**config.mk**
```make
export PLATFORM = sky130hd
export DESIGN_NAME = noc_merge_arb2_flat
export DESIGN_NICKNAME = d
export VERILOG_FILES = /design/src/rtl/noc_pkg.sv /design/src/rtl/noc_merge_arb2_if.sv /design/src/rtl/noc_fifo.sv /design/src/rtl/noc_merge_arb2.sv /design/src/flat_wrapper.sv
export SDC_FILE = /design/constraint.sdc
export NUM_CORES = 1
export LEC_CHECK = 0
export CAP_MARGIN = 15
export CORE_MARGIN = 2
export CORE_UTILIZATION = 55
export CTS_CLUSTER_SIZE = 14
export DETAILED_ROUTE_END_ITERATION = 8
export DONT_BUFFER_PORTS = 1
export PLACE_DENSITY = 0.67
export RECOVER_POWER = 100
export SYNTH_ARGS = -nofsm -noshare
export SYNTH_HDL_FRONTEND = slang
export SYNTH_HIERARCHICAL = 1
export SYNTH_SLANG_ARGS = --single-unit
```
**constraint.sdc**
```tcl
create_clock -name clk -period 3.65 [get_ports clk]
set_clock_uncertainty 0.15 [all_clocks]
set_input_delay 0.365 -clock clk [delete_from_list [all_inputs] [get_ports clk]]
set_output_delay 0.365 -clock clk [all_outputs]
set_load 0.005 [all_outputs]
```
**src/rtl/noc_pkg.sv**
```systemverilog
// Shared flit definitions for the tree-router merge stage.
// Address bits sit at the top of every flit and are carried through untouched.
package noc_pkg;

   localparam int unsigned FLIT_W   = 9;
   localparam int unsigned ADDR_MSB = 8;
   localparam int unsigned ADDR_LSB = 5;
   localparam int unsigned ADDR_W   = 4;

   typedef logic [FLIT_W-1:0] flit_t;

   typedef enum logic {
      SRC_IN0 = 1'b0,
      SRC_IN1 = 1'b1
   } src_e;

endpackage

```
**src/rtl/noc_merge_arb2_if.sv**
```systemverilog
// Handshake bundle for the 2:1 merge stage: two flit inputs, one merged output, counters.
// slave is the merge stage's view, master is the view of whatever drives and consumes it.
interface noc_merge_arb2_if
   import noc_pkg::*;
#(
   parameter int unsigned W    = FLIT_W,
   parameter int unsigned CNTW = 16
);

   logic [W-1:0]    in0_data;
   logic            in0_valid;
   logic            in0_ready;
   logic [W-1:0]    in1_data;
   logic            in1_valid;
   logic            in1_ready;
   logic [W-1:0]    out_data;
   logic            out_valid;
   logic            out_ready;
   logic            out_src;
   logic [CNTW-1:0] cnt0;
   logic [CNTW-1:0] cnt1;

   modport slave (
      input  in0_data, in0_valid, in1_data, in1_valid, out_ready,
      output in0_ready, in1_ready, out_data, out_valid, out_src, cnt0, cnt1
   );

   modport master (
      output in0_data, in0_valid, in1_data, in1_valid, out_ready,
      input  in0_ready, in1_ready, out_data, out_valid, out_src, cnt0, cnt1
   );

endinterface

```
**src/rtl/noc_fifo.sv**
```systemverilog
// Small pointer-based flit FIFO; the extra pointer MSB tells full from empty.
// The caller never pushes when full nor pops when empty.
module noc_fifo #(
   parameter int unsigned W     = 9,
   parameter int unsigned DEPTH = 2
) (
   input  logic         clk,
   input  logic         rst,
   input  logic         push,
   input  logic         pop,
   input  logic [W-1:0] din,
   output logic [W-1:0] dout,
   output logic         empty,
   output logic         full
);

   localparam int unsigned AW = $clog2(DEPTH);
   localparam logic [AW:0] PTR_ONE = 1;

   logic [W-1:0] mem [DEPTH];
   logic [AW:0]  wr_ptr_q, wr_ptr_d;
   logic [AW:0]  rd_ptr_q, rd_ptr_d;

   always_comb begin
      wr_ptr_d = wr_ptr_q;
      rd_ptr_d = rd_ptr_q;
      if (push) wr_ptr_d = wr_ptr_q + PTR_ONE;
      if (pop)  rd_ptr_d = rd_ptr_q + PTR_ONE;
   end

   always_ff @(posedge clk or posedge rst) begin
      if (rst) begin
         wr_ptr_q <= '0;
         rd_ptr_q <= '0;
      end else begin
         wr_ptr_q <= wr_ptr_d;
         rd_ptr_q <= rd_ptr_d;
      end
   end

   // Storage needs no reset: nothing is read until the pointers say it was written.
   always_ff @(posedge clk) begin
      if (push) mem[wr_ptr_q[AW-1:0]] <= din;
   end

   assign dout  = mem[rd_ptr_q[AW-1:0]];
   assign empty = (wr_ptr_q == rd_ptr_q);
   assign full  = (wr_ptr_q[AW] != rd_ptr_q[AW]) &&
                  (wr_ptr_q[AW-1:0] == rd_ptr_q[AW-1:0]);

endmodule

```
**src/rtl/noc_merge_arb2.sv**
```systemverilog
// Clocked 2:1 flit merge: per-input FIFOs, round-robin grant into a registered output stage,
// and per-input forwarded-flit counters.
module noc_merge_arb2
   import noc_pkg::*;
#(
   parameter int unsigned W     = FLIT_W,
   parameter int unsigned DEPTH = 2,
   parameter int unsigned CNTW  = 16
) (
   input logic             clk,
   input logic             rst,
   noc_merge_arb2_if.slave bus
);

   localparam logic [CNTW-1:0] CNT_ONE = 1;

   logic [W-1:0]    head0, head1;
   logic            empty0, empty1, full0, full1;
   logic            push0, push1, pop0, pop1;
   logic            load, grant_en;
   src_e            grant;
   src_e            rr_ptr_q, rr_ptr_d;
   src_e            out_src_q, out_src_d;
   logic            out_valid_q, out_valid_d;
   logic [W-1:0]    out_data_q, out_data_d;
   logic [CNTW-1:0] cnt0_q, cnt0_d, cnt1_q, cnt1_d;

   // Ready comes only from registered occupancy, so there is no valid->ready path.
   assign push0 = bus.in0_valid && !full0;
   assign push1 = bus.in1_valid && !full1;

   noc_fifo #(.W(W), .DEPTH(DEPTH)) u_fifo0 (
      .clk   (clk),
      .rst   (rst),
      .push  (push0),
      .pop   (pop0),
      .din   (bus.in0_data),
      .dout  (head0),
      .empty (empty0),
      .full  (full0)
   );

   noc_fifo #(.W(W), .DEPTH(DEPTH)) u_fifo1 (
      .clk   (clk),
      .rst   (rst),
      .push  (push1),
      .pop   (pop1),
      .din   (bus.in1_data),
      .dout  (head1),
      .empty (empty1),
      .full  (full1)
   );

   always_comb begin
      load     = !out_valid_q || bus.out_ready;
      grant_en = load && !(empty0 && empty1);
      if (!empty0 && !empty1) grant = rr_ptr_q;
      else if (!empty0)       grant = SRC_IN0;
      else                    grant = SRC_IN1;
      pop0 = grant_en && (grant == SRC_IN0);
      pop1 = grant_en && (grant == SRC_IN1);

      out_valid_d = out_valid_q;
      out_data_d  = out_data_q;
      out_src_d   = out_src_q;
      rr_ptr_d    = rr_ptr_q;
      cnt0_d      = cnt0_q;
      cnt1_d      = cnt1_q;
      if (grant_en) begin
         out_valid_d = 1'b1;
         out_src_d   = grant;
         out_data_d  = (grant == SRC_IN0) ? head0 : head1;
         rr_ptr_d    = (grant == SRC_IN0) ? SRC_IN1 : SRC_IN0;
         if (grant == SRC_IN0) cnt0_d = cnt0_q + CNT_ONE;
         else                  cnt1_d = cnt1_q + CNT_ONE;
      end else if (load) begin
         // Output accepted (or already idle) with nothing queued behind it.
         out_valid_d = 1'b0;
      end
   end

   always_ff @(posedge clk or posedge rst) begin
      if (rst) begin
         out_valid_q <= 1'b0;
         out_data_q  <= '0;
         out_src_q   <= SRC_IN0;
         rr_ptr_q    <= SRC_IN0;
         cnt0_q      <= '0;
         cnt1_q      <= '0;
      end else begin
         out_valid_q <= out_valid_d;
         out_data_q  <= out_data_d;
         out_src_q   <= out_src_d;
         rr_ptr_q    <= rr_ptr_d;
         cnt0_q      <= cnt0_d;
         cnt1_q      <= cnt1_d;
      end
   end

   assign bus.in0_ready = !full0;
   assign bus.in1_ready = !full1;
   assign bus.out_valid = out_valid_q;
   assign bus.out_data  = out_data_q;
   assign bus.out_src   = out_src_q;
   assign bus.cnt0      = cnt0_q;
   assign bus.cnt1      = cnt1_q;

endmodule
```
**src/flat_wrapper.sv**
```systemverilog
// flat-port wrapper written by rule: the top's interface ports become plain ports
module noc_merge_arb2_flat import noc_pkg::*;
#(
   parameter int unsigned W     = FLIT_W,
   parameter int unsigned DEPTH = 2,
   parameter int unsigned CNTW  = 16
)
  (clk, rst, bus_in0_data, bus_in0_valid, bus_in1_data, bus_in1_valid, bus_out_ready, bus_in0_ready, bus_in1_ready, bus_out_data, bus_out_valid, bus_out_src, bus_cnt0, bus_cnt1);
  noc_merge_arb2_if #(.W(W), .CNTW(CNTW)) bus_i ();
  input logic clk;
  input logic rst;
  input wire logic [$bits(bus_i.in0_data)-1:0] bus_in0_data;
  input wire logic [$bits(bus_i.in0_valid)-1:0] bus_in0_valid;
  input wire logic [$bits(bus_i.in1_data)-1:0] bus_in1_data;
  input wire logic [$bits(bus_i.in1_valid)-1:0] bus_in1_valid;
  input wire logic [$bits(bus_i.out_ready)-1:0] bus_out_ready;
  output wire logic [$bits(bus_i.in0_ready)-1:0] bus_in0_ready;
  output wire logic [$bits(bus_i.in1_ready)-1:0] bus_in1_ready;
  output wire logic [$bits(bus_i.out_data)-1:0] bus_out_data;
  output wire logic [$bits(bus_i.out_valid)-1:0] bus_out_valid;
  output wire logic [$bits(bus_i.out_src)-1:0] bus_out_src;
  output wire logic [$bits(bus_i.cnt0)-1:0] bus_cnt0;
  output wire logic [$bits(bus_i.cnt1)-1:0] bus_cnt1;
  assign bus_i.in0_data = bus_in0_data;
  assign bus_i.in0_valid = bus_in0_valid;
  assign bus_i.in1_data = bus_in1_data;
  assign bus_i.in1_valid = bus_in1_valid;
  assign bus_i.out_ready = bus_out_ready;
  assign bus_in0_ready = bus_i.in0_ready;
  assign bus_in1_ready = bus_i.in1_ready;
  assign bus_out_data = bus_i.out_data;
  assign bus_out_valid = bus_i.out_valid;
  assign bus_out_src = bus_i.out_src;
  assign bus_cnt0 = bus_i.cnt0;
  assign bus_cnt1 = bus_i.cnt1;
  noc_merge_arb2 #(.W(W), .DEPTH(DEPTH), .CNTW(CNTW)) u_core (.clk(clk), .rst(rst), .bus(bus_i));
endmodule
```
---- Word-level counts from Yosys, hierarchy flattened ----
Memory sizes are Yosys's and may differ from the RTL's.
Cells that the tools add are included.
operators by class
  add/sub/neg operators ................... 6
  equal/unequal tests ..................... 6
  multiplexer cells ....................... 10
  bitwise operators ....................... 1
  reductions and logical operators ........ 19
operators by type and width
  kind                   number
  $add 16x1->16 const B  2
  $logic_and 1x1->1      9
  $mux 1                 9
  $mux 9                 1
  $add 2x1->2 const B    4
  $logic_not 1->1        6
  $eq 2x2->1             2
  $reduce_and 2->1       2
  $eq 1x1->1             2
  $ne 1x1->1             2
  $reduce_bool 2->1      1
  $logic_or 1x1->1       1
  $not 1->1              1
storage, ports and cells
  register bits ........................... 52
  RAM bits ................................ 36
  input port bits ......................... 23
  output and inout bits ................... 45
  logic and storage cells ................. 54
  memories ................................ 2
memory list
  name                words  bits a word  read ports  clocked after Yosys merged registers in  wr ports  RTL line        source
  u_core.u_fifo0.mem  2      9            1           0                                        1         noc_fifo.sv:20  logic [W-1:0] mem [DEPTH];
  u_core.u_fifo1.mem  2      9            1           0                                        1         noc_fifo.sv:20

---- Depth between registers and ports, before layout ----
  depth after elaboration ................. 6
  gate-level depth with buffers ........... 9

---- Modules after synthesis ----
Netlist, hierarchy kept.
modules (own cells, without submodules)
  module          times used  cells an instance  area an instance (um^2)
  noc_merge_arb2  1           165                1943.1
  noc_fifo        2           44                 875.8

---- Worst setup path before layout ----
No wires, ideal clock.
  kind .................................... reg-to-reg
  start point ............................. reg u_core.u_fifo0.wr_ptr_q[0]
  end point ............................... reg u_core.u_fifo1.rd_ptr_q[1]
  data arrival time ....................... 1805 ps
  required time ........................... 3377 ps
  slack ................................... 1572 ps
  stages on the path, launching flop included .. 8
  buffers on the path ..................... 1
  path through ............................ dfrtp_1 -> xor2_1 -> nor2_1 -> nor2_1 -> nor3_1 -> buf_2 -> nand2_2 -> xnor2_2
on the way
  word-level cells in the longest chain between the ends .. 5
  elaborated cells on any way between the ends .. 9
  those cells by class .................... eq/ne (1); mux (2); reduce/logical (6)
ends and longest elaborated chain
  element                                               RTL line                                    source
  start: declaration                                    noc_fifo.sv:21                              logic [AW:0] wr_ptr_q, wr_ptr_d;
  start signal: assignment                              noc_fifo.sv:36                              wr_ptr_q <= wr_ptr_d;
  $eq 2x2->1 (*)                                        noc_fifo.sv:47                              assign empty = (wr_ptr_q == rd_ptr_q);
  net u_core.empty0                                     noc_merge_arb2.sv:18                        logic empty0, empty1, full0, full1;
  $logic_not 1->1 or $logic_and 1x1->1 (tied branches)  noc_merge_arb2.sv:57, noc_merge_arb2.sv:56
  $logic_and 1x1->1 or $logic_not 1->1 (tied branches)  noc_merge_arb2.sv:57, noc_merge_arb2.sv:56
  $mux 1 or $logic_and 1x1->1 (tied branches)           noc_merge_arb2.sv:57, noc_merge_arb2.sv:56
  $logic_and 1x1->1 (*)                                 noc_merge_arb2.sv:61                        pop1 = grant_en && (grant == SRC_IN1);
  net u_core.pop1                                       noc_merge_arb2.sv:19                        logic push0, push1, pop0, pop1;
  end signal: assignment                                noc_fifo.sv:37                              rd_ptr_q <= rd_ptr_d;
  end: declaration                                      noc_fifo.sv:22                              logic [AW:0] rd_ptr_q, rd_ptr_d;
The timed path passes the listed nets; every way through them passes the cells marked *.
A chain may end at the register's enable or synchronous reset.

---- Worst setup path after layout ----
  start point ............................. reg u_core.u_fifo0.wr_ptr_q[0]
  end point ............................... reg u_core.out_data_q[0] (netlist: u_core/bus.out_data[0])
on the way
  word-level cells in the longest chain between the ends .. 5
  elaborated cells on any way between the ends .. 9
  those cells by class .................... eq/ne (1); mux (3); reduce/logical (5)
ends and longest elaborated chain
  element                 RTL line              source
  $eq 2x2->1 (*)          noc_fifo.sv:47
  net u_core.empty0       noc_merge_arb2.sv:18
  $logic_not 1->1         noc_merge_arb2.sv:57  if (!empty0 && !empty1) grant = rr_ptr_q;
  $logic_and 1x1->1       noc_merge_arb2.sv:57
  $mux 1                  noc_merge_arb2.sv:57
  $mux 9                  noc_merge_arb2.sv:72  out_data_d = (grant == SRC_IN0) ? head0 : head1;
  end signal: assignment  noc_merge_arb2.sv:92  out_data_q <= out_data_d;
  end: declaration        noc_merge_arb2.sv:25  logic [W-1:0] out_data_q, out_data_d;
Marked as above.

==> metrics.md <==
| Metric | Value |
|---|---|
| Most common cell in the netlist | `dfrtp_1` |
| Crit-path max FO | `10` |
| Maximum vdd drop | `0.497 mV` |
| Largest area contributor in the netlist | `dfrtp_1` |
| RSZ-0062 raised after global routing | `no` |
| Largest net degree at the start of global routing | `45` |
| GR Util All Layers | `a little under a fifth` |
| Hold path cells | `2` |
| Die area | `7390 um2` |
| Req. time, crit path | `~3800 ps` |
| IO buf count | `0` |
| Max layer used | `met4` |
| Failing checks | `max-capacitance violations, max-slew violations` |
| CTS tree | `done` |
| Final Power | `around 3.4 mW` |
| Residual DRC count | `0` |
| Max Fclk | `358 MHz` |
| Post-CTS Setup Bufs | `0` |
| Met2 WL | `roughly 3300 um` |
| Register area share after synthesis | `~64%` |
| WL/cell | `approximately 18 um` |
| DR WL met3 | `between 400 and 500 um` |
| Antenna-violating nets left | `0` |
| Net count after synthesis | `278` |
| Rows | `29` |
| Lkg Pwr | `1.70 nW` |
| Area of the multi-input gates | `1170 um2` |
| Total CTS buffers | `9` |
| Drt total wl | `6380 um` |
| CTS H-Tree Depth | `3` |
| Post-Syn Area per Cell | `14.6 um2` |
| 1st-pass router iterations | `4` |
| Setup TNS Final | `0 ps` |
| Fill count | `between 400 and 500` |
| Tcrit/Tclk final | `76.5%` |
| Synth top area cells | `dfrtp_1 35%, edfxtp_1 29%, mux2_4 6.5%, xnor2_1 5.2%, xor2_1 4.3%` |
| Worst skew pair latency | `350 ps` |
| Yosys Warn Count | `6` |
| Initial antenna violation count | `0` |
| Reg area | `approximately 2400 um2` |
| Die Height | `roughly 86 um` |
| Share of the synthesized area in the top cell type | `35.2%` |
| Initial drt markers | `85` |
| Initial core utilization | `between 50% and 60%` |
| Startpoint Class | `register` |
| Post-synth EDFFs | `36` |
| GPL Wtd Cong | `about 0.77` |
| Top cells by count, synth | `52 x dfrtp_1, 36 x edfxtp_1, 22 x xnor2_1, 18 x xor2_1, 16 x mux2_4` |
| First-pass GRT wire length | `10,300 um` |
| Status | `complete, but fails checks` |
| Count of cell types in the netlist | `32` |
| Top_reg_cell synth | `dfrtp_1` |
| Synth async-reset ratio | `between 50% and 60%` |
| Clock Sink Count | `88` |
| Worst-Margin Slew | `1630 ps` |
| # IOs | `68` |
| Post-Syn Area | `roughly 3700 um2` |
| Post-Route M1 WL | `about 2600 um` |
| Final hold viol count | `0` |
| GRT Residual Overflow | `0` |
| Reg2Reg Depth | `7` |
| Syn-to-layout area delta | `11.5%` |
| Die width | `between 80 and 90 um` |
| Vias | `around 2,000` |
| Vias in the first global route | `between 2,000 and 2,500` |
| Inserted Diodes | `0` |
| Clock buffer depth | `2` |
| Crit end category | `register` |
| Post-DP HPWL | `around 4300 um` |
| Fin. max-slew vios | `between 40 and 50` |
| Layout Nets | `a little over 300` |
| Final setup violation count | `0` |
| Worst-path clk slew | `approximately 80 ps` |
| Arrival time worst endpoint | `approximately 2900 ps` |
| Mapped Cells | `253` |
| Synthesized flop and latch total | `88` |
| Pwr dens | `roughly 820 nW/um2` |
| Via density | `approximately 5.7` |
| Max-Cap Viols | `1` |
| Core area | `approximately 6400 um2` |
| Min Clock Period, post-route | `2790 ps` |
| CTS Root Cell | `clkbuf_8` |
| Rel. slew slack | `-8.88%` |
| Share of layout cells above drive strength 1 | `roughly an eighth` |
| CP Class | `register to register` |
| Worst Hold Class | `primary input to register` |
registers in the layout, summed over array words and instances (netlist names):
| register | flops |
|---|---|
| u_core/u_fifo1/mem | 18 |
| u_core/u_fifo0/wr_ptr_q | 2 |
| u_core/u_fifo1/wr_ptr_q | 2 |
| u_core/rr_ptr_q | 1 |
| u_core/bus.cnt0 | 16 |
| u_core/u_fifo0/rd_ptr_q | 2 |
| u_core/u_fifo1/rd_ptr_q | 2 |
| u_core/u_fifo0/mem | 18 |
| u_core/bus.out_src | 1 |
| u_core/bus.out_valid | 1 |
| u_core/bus.cnt1 | 16 |
| u_core/bus.out_data | 9 |
path summary, 6_finish.rpt:
path,slack [ps],end,from
max,860,u_core/bus.out_data[0],u_core/u_fifo0/wr_ptr_q[0]
min,90,u_core/bus.out_valid,bus_out_ready
max reg2reg,860,u_core/bus.out_data[0],u_core/u_fifo0/wr_ptr_q[0]
min reg2reg,340,u_core/u_fifo1/wr_ptr_q[1],u_core/u_fifo1/wr_ptr_q[1]
max in group asynchronous,1510,u_core/bus.out_data[7],rst
min in group asynchronous,250,u_core/u_fifo0/rd_ptr_q[1],rst
kinds of logic (layout without fill, tap and decap cells):
| logic type | Yosys count | in the layout | share of synthesized area (%) |
|---|---|---|---|
| flip-flops | 88 | 88 | 64.5 |
| AND/OR/NAND/NOR | 68 | 68 | 11.0 |
| XOR/XNOR | 42 | 42 | 10.4 |
| buffers and inverters | 22 | 55 | 2.95 |
| multiplexers | 20 | 20 | 7.72 |
| AO/OA/AOI/OAI | 11 | 11 | 2.84 |
| adder cells (fa/ha/maj) | 2 | 2 | 0.677 |
cell type report:
type | count | area share (%)
clock buffers | 9 | 3.01
clock inverters | 7 | 1.70
inverters | 15 | 1.37
multi-input cells | 143 | 28.5
flip-flops and latches | 88 | 57.8
well taps | 77 | 2.34
repair buffers | 24 | 5.25
placed cells by master, fill, tap and decap left out, types with 2 or more instances in the layout:
| master | instances |
|---|---|
| mux2_2 | 2 |
| xor2_1 | 18 |
| nand4_1 | 8 |
| clkinv_2 | 2 |
| clkbuf_8 | 9 |
| nand3_1 | 12 |
| xnor2_1 | 23 |
| nor4_1 | 7 |
| a222oi_1 | 9 |
| nor2_1 | 3 |
| nand2_1 | 12 |
| a21o_1 | 2 |
| inv_6 | 2 |
| mux2_4 | 16 |
| clkbuf_1 | 3 |
| edfxtp_1 | 36 |
| ha_1 | 2 |
| and3_1 | 7 |
| dfrtp_1 | 52 |
| mux2_1 | 2 |
| inv_1 | 15 |
| nor2b_1 | 7 |
| buf_4 | 2 |
| and2_0 | 2 |
| nor3_1 | 2 |
| dlygate4sd3_1 | 19 |
timing repair:
| item | in CTS | in global routing |
|---|---|---|
| hold buffers | 19 | 0 |
| gates resized for setup | 0 | 0 |
| endpoints found under the hold margin | 88 | 0 |
worst max-delay path: stages, from the launching register on:
cell and delay [ps]:
dfrtp_1 430, xor2_1 190, nor2_1 330, nor2_1 180
nor3_1 750, clkbuf_1 450, a222oi_1 170, inv_1 90
metal layers:
metal / vias up / global-route usage (%)
met4: 0 / 8.66
met5: - / 0
li1: 956 / -
met3: 8 / 6.74
met1: 1023 / 21.2
met2: 64 / 31.1
power breakdown:
group / switching (mW) / internal [mW]
registers: 0.253 / 1.38
logic: 0.578 / 0.499
clock network: 0.341 / 0.318
total: 1.17 / 2.20
through the flow:
stage	instances	hold WS (ps)	instance area [um2]	utilization, %	setup WS [ps]
after floorplan	253	-18.9	3690	-	1570
after global placement	328	-9.75	3780	58.9	1100
after detailed placement	328	-6.41	3780	58.9	1050
after CTS	363	87.8	4170	64.9	1040
after global routing	363	87.8	4120	64.2	607
final	363	93.2	4120	64.2	857
(Power assumes the default switching activity.)
